### config.mk
export PLATFORM = sky130hd
export DESIGN_NAME = motor_mux_ctrl
export DESIGN_NICKNAME = d
export VERILOG_FILES = /design/src/rtl/motor_mux_ctrl.sv
export SDC_FILE = /design/constraint.sdc
export NUM_CORES = 1
export LEC_CHECK = 0
export ABC_AREA = 1
export CAP_MARGIN = 20
export CORE_UTILIZATION = 50
export CTS_BUF_LIST = sky130_fd_sc_hd__clkbuf_4 sky130_fd_sc_hd__clkbuf_8
export DETAILED_ROUTE_END_ITERATION = 16
export PLACE_DENSITY = 0.85
export SLEW_MARGIN = 20
export SYNTH_ARGS = -nofsm -noshare
export SYNTH_HDL_FRONTEND = slang
export SYNTH_SLANG_ARGS = --single-unit
### constraint.sdc
create_clock -name clk -period 1.5 [get_ports clk]
set_input_delay 0.225 -clock clk [delete_from_list [all_inputs] [get_ports clk]]
set_output_delay 0.225 -clock clk [all_outputs]
set_load 0.01 [all_outputs]
### src/rtl/motor_mux_ctrl.sv
// Remap controller for the per-slot motor_mux select/invert settings.
// Stalls stepping, waits for a quiet window, switches, then holds off for DIR setup.
module motor_mux_ctrl #(
  parameter int N_DRV        = 4,
  parameter int QUIET_CYCLES = 4,
  parameter int DIR_SETUP    = 8,
  parameter int TIMEOUT      = 4096
) (
  input  logic                 clk,
  input  logic                 rst_n,
  input  logic                 step_x,
  input  logic                 step_y,
  input  logic                 step_z,
  input  logic                 estop,
  input  logic                 cfg_valid,
  output logic                 cfg_ready,
  input  logic [2*N_DRV-1:0]   cfg_sel,
  input  logic [N_DRV-1:0]     cfg_inv,
  output logic [2*N_DRV-1:0]   mux_select,
  output logic [N_DRV-1:0]     invert_dir,
  output logic                 step_hold,
  output logic                 busy,
  output logic                 cfg_done,
  output logic                 cfg_err
);

  localparam int QW = $clog2(QUIET_CYCLES + 1);
  localparam int TW = $clog2(TIMEOUT + 1);
  localparam int SW = $clog2(DIR_SETUP + 1);
  localparam logic [QW-1:0] Q_END = QW'(QUIET_CYCLES);
  localparam logic [TW-1:0] T_END = TW'(TIMEOUT - 1);
  localparam logic [SW-1:0] S_END = SW'(DIR_SETUP - 1);

  typedef enum logic [2:0] {
    S_IDLE, S_HOLD, S_APPLY, S_SETTLE, S_DONE, S_ABORT
  } state_t;

  state_t               r_state;
  state_t               w_state_nxt;
  logic [2*N_DRV-1:0]   r_pend_sel;
  logic [N_DRV-1:0]     r_pend_inv;
  logic [2*N_DRV-1:0]   r_sel;
  logic [N_DRV-1:0]     r_inv;
  logic [QW-1:0]        r_qcnt;
  logic [TW-1:0]        r_tcnt;
  logic [SW-1:0]        r_scnt;
  logic                 r_step_hold;
  logic                 r_cfg_done;
  logic                 r_cfg_err;

  logic                 w_step_any;
  logic                 w_xfer;
  logic                 w_same;
  logic [QW-1:0]        w_qcnt_nxt;
  logic                 w_quiet;
  logic                 w_tout;
  logic                 w_settled;

  assign w_step_any = step_x | step_y | step_z;
  assign cfg_ready  = (r_state == S_IDLE) && !estop;
  assign w_xfer     = cfg_valid && cfg_ready;
  assign w_same     = (cfg_sel == r_sel) && (cfg_inv == r_inv);
  assign w_qcnt_nxt = w_step_any ? '0 : r_qcnt + QW'(1);
  // Quiet window wins over timeout when both land on the same cycle.
  assign w_quiet    = (w_qcnt_nxt == Q_END);
  assign w_tout     = (r_tcnt == T_END);
  assign w_settled  = (r_scnt == S_END);

  always_comb begin
    w_state_nxt = r_state;
    case (r_state)
      S_IDLE:   if (w_xfer) w_state_nxt = w_same ? S_DONE : S_HOLD;
      S_HOLD: begin
        if (w_quiet)     w_state_nxt = S_APPLY;
        else if (w_tout) w_state_nxt = S_ABORT;
      end
      S_APPLY:  w_state_nxt = S_SETTLE;
      S_SETTLE: if (w_settled) w_state_nxt = S_DONE;
      S_DONE:   w_state_nxt = S_IDLE;
      S_ABORT:  w_state_nxt = S_IDLE;
      default:  w_state_nxt = S_IDLE;
    endcase
    if (estop) w_state_nxt = S_IDLE;
  end

  always_ff @(posedge clk or negedge rst_n) begin
    if (!rst_n) begin
      r_state     <= S_IDLE;
      r_pend_sel  <= '0;
      r_pend_inv  <= '0;
      r_sel       <= '0;
      r_inv       <= '0;
      r_qcnt      <= '0;
      r_tcnt      <= '0;
      r_scnt      <= '0;
      r_step_hold <= 1'b0;
      r_cfg_done  <= 1'b0;
      r_cfg_err   <= 1'b0;
    end else begin
      r_state     <= w_state_nxt;
      r_step_hold <= (w_state_nxt == S_HOLD) || (w_state_nxt == S_APPLY) ||
                     (w_state_nxt == S_SETTLE);
      r_cfg_done  <= (w_state_nxt == S_DONE);
      r_cfg_err   <= estop ? ((r_state != S_IDLE) && (r_state != S_DONE))
                           : (w_state_nxt == S_ABORT);
      if (w_xfer) begin
        r_pend_sel <= cfg_sel;
        r_pend_inv <= cfg_inv;
      end
      case (r_state)
        S_IDLE: begin
          r_qcnt <= '0;
          r_tcnt <= '0;
        end
        S_HOLD: begin
          r_qcnt <= w_qcnt_nxt;
          r_tcnt <= r_tcnt + TW'(1);
        end
        S_APPLY: begin
          if (!estop) begin
            r_sel <= r_pend_sel;
            r_inv <= r_pend_inv;
          end
          r_scnt <= '0;
        end
        S_SETTLE: r_scnt <= r_scnt + SW'(1);
        default: ;
      endcase
      // E-stop parks every slot; invert settings are left alone.
      if (estop) r_sel <= '0;
    end
  end

  assign mux_select = r_sel;
  assign invert_dir = r_inv;
  assign step_hold  = r_step_hold;
  assign busy       = (r_state != S_IDLE);
  assign cfg_done   = r_cfg_done;
  assign cfg_err    = r_cfg_err;

endmodule

== After elaboration in Yosys (flattened, before gate mapping) ==
Cells that the tools add are included.

* Equality and inequality tests: 14
* Add/subtract/negate cells: 3
* Reductions and logical operators: 13
* Multiply operators: 0
* Bitwise logic cells: 3
* Divide/modulo/power cells: 0
* Mux-type cells: 14
* Order comparisons: 0
* Shifts and indexed selects: 0

{| class="wikitable"
|+ Operators with widths
! kind !! count
|-
| $pmux W13 S2 || 1
|-
| $mux W3 || 7
|-
| $mux W8 || 2
|-
| $add A13 B1 Y13 const B || 1
|-
| $eq A13 B12 Y1 const B || 1
|-
| $eq A3 B2 Y1 const B || 4
|-
| $pmux W3 S4 || 1
|-
| $eq A3 B3 Y1 const B || 3
|-
| $eq A8 B8 Y1 || 1
|-
| $pmux W4 S2 || 1
|-
| $eq A3 B1 Y1 const B || 2
|-
| $pmux W3 S2 || 1
|-
| $reduce_bool A2 Y1 || 3
|-
| $add A4 B1 Y4 const B || 1
|-
| $eq A4 B3 Y1 const B || 1
|-
| $eq A4 B4 Y1 || 1
|-
| $logic_and A1 B1 Y1 || 4
|-
| $add A3 B1 Y3 const B || 1
|-
| $logic_not A3 Y1 || 1
|-
| $ne A3 B3 Y1 const B || 1
|-
| $reduce_bool A3 Y1 || 1
|-
| $logic_or A1 B1 Y1 || 2
|-
| $or A1 B1 Y1 || 2
|-
| $reduce_and A2 Y1 || 1
|-
| 3 further kinds || 3
|}

* Memory bits (writable): 0
* Register bits after elaboration: 50
* ROM bits: 0
* Bits in latches: 0
* Memories kept: 0

== Depth between registers and ports, before layout ==
* Depth in word-level cells: 10
* Depth in mapped cells: 14

== Worst setup path before layout ==
No wires, ideal clock.

* Kind: register to register
* Start: reg r_state[1]
* End: reg r_step_hold (netlist: step_hold)
* Slack: 0.020 ns
* Data required time: 1.387 ns
* Cell stages (with the launch flop): 9
* Clock period less this slack: 1.480 ns
* Arrival: 1.367 ns
* Path through: dfrtp_1 > nor2_4 > nand2_4 > nor3b_4 > nand4_1 > nand3_1 > nand2_1 > nand2_1 > inv_1

* Longest elaborated chain between the ends: 9
* Elaborated cells between the ends (all ways): 17

{| class="wikitable"
|+ RTL lines
! element !! line !! RTL
|-
| start: declaration || 38 || <nowiki>state_t r_state;</nowiki>
|-
| start signal: assignment || 100 || <nowiki>r_state <= w_state_nxt;</nowiki>
|-
| $logic_not A3 Y1 || 60, 71 ||
|-
| $logic_and A1 B1 Y1 || 60 || <nowiki>assign cfg_ready = (r_state == S_IDLE) && !estop;</nowiki>
|-
| $logic_and A1 B1 Y1 || 61 || <nowiki>assign w_xfer = cfg_valid && cfg_ready;</nowiki>
|-
| $mux W3 || 72 || <nowiki>S_IDLE: if (w_xfer) w_state_nxt = w_same ? S_DONE : S_HOLD;</nowiki>
|-
| $pmux W3 S4 * || 71 || <nowiki>case (r_state)</nowiki>
|-
| $mux W3 * || 83 || <nowiki>if (estop) w_state_nxt = S_IDLE;</nowiki>
|-
| $eq A3 B1 Y1 or $eq A3 B2 Y1 (tied branches) || 101 || <nowiki>r_step_hold <= (w_state_nxt == S_HOLD) || (w_state_nxt == S_APPLY) ||</nowiki>
|-
| $logic_or A1 B1 Y1 || 101 ||
|-
| $logic_or A1 B1 Y1 * || 101 ||
|-
| end signal: assignment || 101 ||
|-
| end: declaration || 47 || <nowiki>logic r_step_hold;</nowiki>
|}

Every way passes the cells marked *; elsewhere a longest branch is shown, timed or not.
A chain may end at the register's enable or synchronous reset.

== Worst setup path in the final report ==
* Start: reg r_tcnt[1]
* End: reg r_step_hold (netlist: step_hold)

* Longest elaborated chain between the ends: 8
* Elaborated cells between the ends (all ways): 10

{| class="wikitable"
|+ RTL lines
! element !! line !! RTL
|-
| start: declaration || 45 || <nowiki>logic [TW-1:0] r_tcnt;</nowiki>
|-
| start signal: assignment || 117 || <nowiki>r_tcnt <= r_tcnt + TW'(1);</nowiki>
|-
| $eq A13 B12 Y1 * || 66 || <nowiki>assign w_tout = (r_tcnt == T_END);</nowiki>
|-
| $mux W3 * || 75 || <nowiki>else if (w_tout) w_state_nxt = S_ABORT;</nowiki>
|-
| $mux W3 * || 74 || <nowiki>if (w_quiet) w_state_nxt = S_APPLY;</nowiki>
|-
| $pmux W3 S4 * || 71 ||
|-
| $mux W3 * || 83 ||
|-
| $eq A3 B1 Y1 or $eq A3 B2 Y1 (tied branches) || 101 ||
|-
| $logic_or A1 B1 Y1 || 101 ||
|-
| $logic_or A1 B1 Y1 * || 101 ||
|}

Marks and branches as above.

==> flow_results.org <==
** Outcome
- Result of the run :: finished, violations left
- The final reports fail on setup timing.

** STA
- The max-slew violation count is 0.
- Setup slack on the critical path of the routed design comes to -0.0120 ns.
- Max transition margin :: 0.820
- Clk_skew :: 0.00627 ns
- Subtracting the final worst setup slack from the clock period gives roughly 1.5 ns.
- Setup TNS :: -0.0120 ns
- Setup violations, final :: 1
- Setup repair after global routing missed its margin :: yes
- Max Clk Rate :: between 600 and 700 MHz
- Final Hold Violating Endpoints :: 0
- Of the available clock period, the critical path in the final layout requires 1.01.
- At the pin with the least slew margin, the transition time is 0.270 ns.

** Global route
- Global-route wire length before repair :: 9060 um
- Residual overflow from global routing :: 0
- The number of antenna violations at the first check in global routing is 0.
- Tot GR Track Use :: 0.226
- Vias in the first global route :: 2130
- Pin count of the biggest net entering global routing :: 51

** Drt
- For this run, design rule violations remaining after detail routing come to 0.
- Dividing the detail-routed wire length by the instance count gives ~13 um.
- The first detailed-routing pass took 4 iterations.
- Number of nets still failing antenna checks after routing :: 0
- Summed over all layers, the routed wires come to 5630 um.
- In the routed layout, each cell is associated on average with a via count of 4.95.
- Count of vias placed by the detailed router :: 2209
- For this block, the initial DRC count from the detailed router was 77.

** Clocking
- The clock passes through at most 2 buffers.
- Clock insertion delay at the later pin of the skew report :: approximately 0.30 ns
- TritonCTS clock tree :: yes
- TritonCTS Buffers :: 5
- Number of clock sinks :: 50
- H-tree Lvls :: 2
- Clock edge transition at the registers on the reported setup and hold paths :: 0.09 ns
- Buffer cell driving the clock tree root :: clkbuf_8

** Worst setup path
- Master of the slowest instance on the critical path :: dfrtp_1
- For flop-to-flop paths, the worst setup slack is -0.01 ns.
- Setup crit start kind :: register
- Counting stages on the worst path, the most repeated cell is nand2_2.
- Reg2Reg Launch Point :: r_tcnt[1]
- The worst setup path is captured at a register.
- The critical path goes through ha_2, nand2_2, inv_2, nand2_4, nor2_4, nand3_2, nor2_2, nand2_2, nand3_2, nand2_2, nand2_1, inv_1.
- For the worst setup path, the data required time is 1.71 ns.
- Timing startpoint of the critical path :: r_tcnt[1]
- Worst reg2reg path depth :: 12
- Buffers & Inverters on Critical Path :: 2
- Arrival time of the worst setup path :: roughly 1.7 ns
- The worst register-to-register path ends at step_hold.
- Crit Path Max Fanout :: 4
- Highest cell delay on the worst timing path :: between 0.3 and 0.4 ns
- The setup path with the least slack is of type reg -> reg.
- Critical path depth :: 12
- Family with the most delay on the worst path :: simple AND/OR/NAND/NOR gates

** Pwr
- Areal power density over the cells :: 839 nW/um^2
- In this run the static leakage power is 1.72 nW.
- Maximum resistive drop on vdd :: 0.464 mV

** Yosys
- The share of the Yosys chip area taken by registers is 0.512.
- Post-synthesis share of cell area spent on and, or, nand and nor gates :: 0.234
- Most used DFF post-synth :: dfrtp_1
- Sorting the synthesized cells by area gives the leading types as dfrtp_1 (51%), nand2_1 (14%), inv_1 (8.1%).
- By area, the combinational part of the netlist is dominated by simple AND/OR/NAND/NOR gates.
- Post-synthesis async set-or-reset flop share :: 1.00
- Cell type with the highest aggregate area in the netlist :: dfrtp_1
- Netlist cell types :: 28
- Synthesis produced a netlist with a net count of 328.
- Counting every instance in the synthesized netlist gives 306.
- The most common cell in the synthesized netlist is nand2_1.
- Post-Synthesis Mean Instance Area :: 7.99 um^2
- Area share of the leading cell type in the synthesized netlist :: 0.512
- Mux cell area share after synthesis :: 0
- Adder and majority cell fraction of the synthesized area :: 0.0153
- Yosys mapped a number of flops with a built-in enable equal to 0.
- Of the total synthesized cell area, the portion taken by XOR and XNOR cells is 0.0215.
- Synth Cell Area :: 2450 um^2
- By count the netlist is led by nand2_1 (90), inv_1 (53), dfrtp_1 (50).
- After synthesis the netlist holds a flip-flop and latch count of 50.
- The compound-cell area share of the yosys netlist was 0.128.
- During synthesis, Yosys emitted a total of 0 warnings.

** Hold path
- Worst hold path type :: in -> async

** Final layout
- In the final layout, the share of cells above drive strength 1 is 0.182.
- The repair_antennas step left the layout with diodes totalling 0.
- Total Nets Final :: 400
- Final instance count without filler cells :: 446
- Once layout is complete, the utilization of the core stands at 0.706.
- From synthesis to final layout, the design area changed by 36.4%.

** Floorplanning
- After floorplanning, the core was divided into 25 placement rows.
- 36 I/O pins were placed.
- Starting density of the core :: 0.518
- The floorplan step defined a die boundary enclosing 5180 um^2.
- Chip width :: just over 70 um
- Measured along the y axis, the die boundary spans 71.9 um.
- The core region is 4720 um^2.

** Place
- HPWL after detailed placement :: 4060 um
- Input and output buffers added on the ports amount to 35.
- GPL Wtd Cong :: 0.819
- Placed Cells incl. Taps :: 434

** Flow run
- Number of max-cap violations :: 0
==> kinds of logic (layout without fill, tap and decap cells) <==
logic type,count (synthesis),after routing
fa+ha+maj,3,3
compound gates,54,54
flops,50,50
buf+inv,58,131
xor+xnor,6,6
simple gates,135,135
==> cells in the final DEF (no fill, tap or decap), drive strengths merged, types with 3 or more instances in the layout <==
cell type | Yosys | routed
inv | 54 | 54
nor2 | 27 | 27
dlymetal6s2s | 0 | 4
clkbuf | 3 | 8
dfrtp | 50 | 50
a31oi | 3 | 3
o21ai | 26 | 26
o22ai | 9 | 9
nand4 | 4 | 4
a21oi | 8 | 8
nand3 | 8 | 8
clkdlybuf4s50 | 0 | 26
nand2 | 91 | 91
ha | 3 | 3
buf | 1 | 35
xnor2 | 4 | 4
==> per-stage QoR <==
stage | hold WS (ns) | setup WS (ns) | total power, W | instance area [um^2]
floorplan | -0.0706 | 0.0201 | 0.00164 | 2450
global placement | 0.235 | -0.133 | 0.00183 | 3110
detailed placement | 0.235 | -0.183 | 0.00184 | 3110
CTS | 0.445 | -0.0340 | 0.00281 | 3250
global route | 0.454 | -0.118 | 0.00291 | 3340
finish | 0.437 | -0.0120 | 0.00280 | 3340
==> cell type report <==
type	instances	area [um^2]
Clock buffer	7	83.8
Clock inverter	1	30.0
Fill cell	357	1390
Inverter	54	203
Multi-Input combinational cell	198	1050
Sequential cell	50	1250
Tap cell	67	83.8
Timing Repair Buffer	69	629
==> worst max-delay path by stage <==
stage | end | slack (ns)
after floorplan | step_hold | 0.02
after global placement | step_hold | -0.13
after detailed placement | step_hold | -0.18
after CTS | step_hold | -0.03
after global routing | r_tcnt[11] | -0.12
final | step_hold | -0.01
==> routing by layer <==
layer	up-vias	routed length (um)	global-route usage
li1	1113	-	-
met1	1042	2350	0.271
met2	46	2990	0.407
met3	8	206	0.0444
met4	0	85	0.0806
met5	-	0	0
==> flip-flops by register name (all words and copies together), names as in the netlist <==
signal	flops
cfg_err	1
r_pend_inv	4
r_state	3
step_hold	1
r_scnt	4
r_pend_sel	8
r_tcnt	13
cfg_done	1
r_qcnt	3
invert_dir	4
mux_select	8
==> timing repair <==
item                                    CTS  global route
endpoints found under the hold margin    50             0
buffers inserted                          1             2
resized for setup                        15            23
cloned                                    0             0
endpoints found under the setup margin   10            29
hold buffers                              1             0
pin swaps                                 6            11
==> worst min-delay path, cell delays in order <==
cell,delay (ns)
dlygate4sd3_1,0.52
buf_2,0.12
buf_12,0.25
==> where the power goes <==
part	switching, W	internal, W
combinational	0.000197	0.000169
clock	0.000440	0.000536
sequential	0.0000335	0.00142
(Power assumes the default switching activity.)
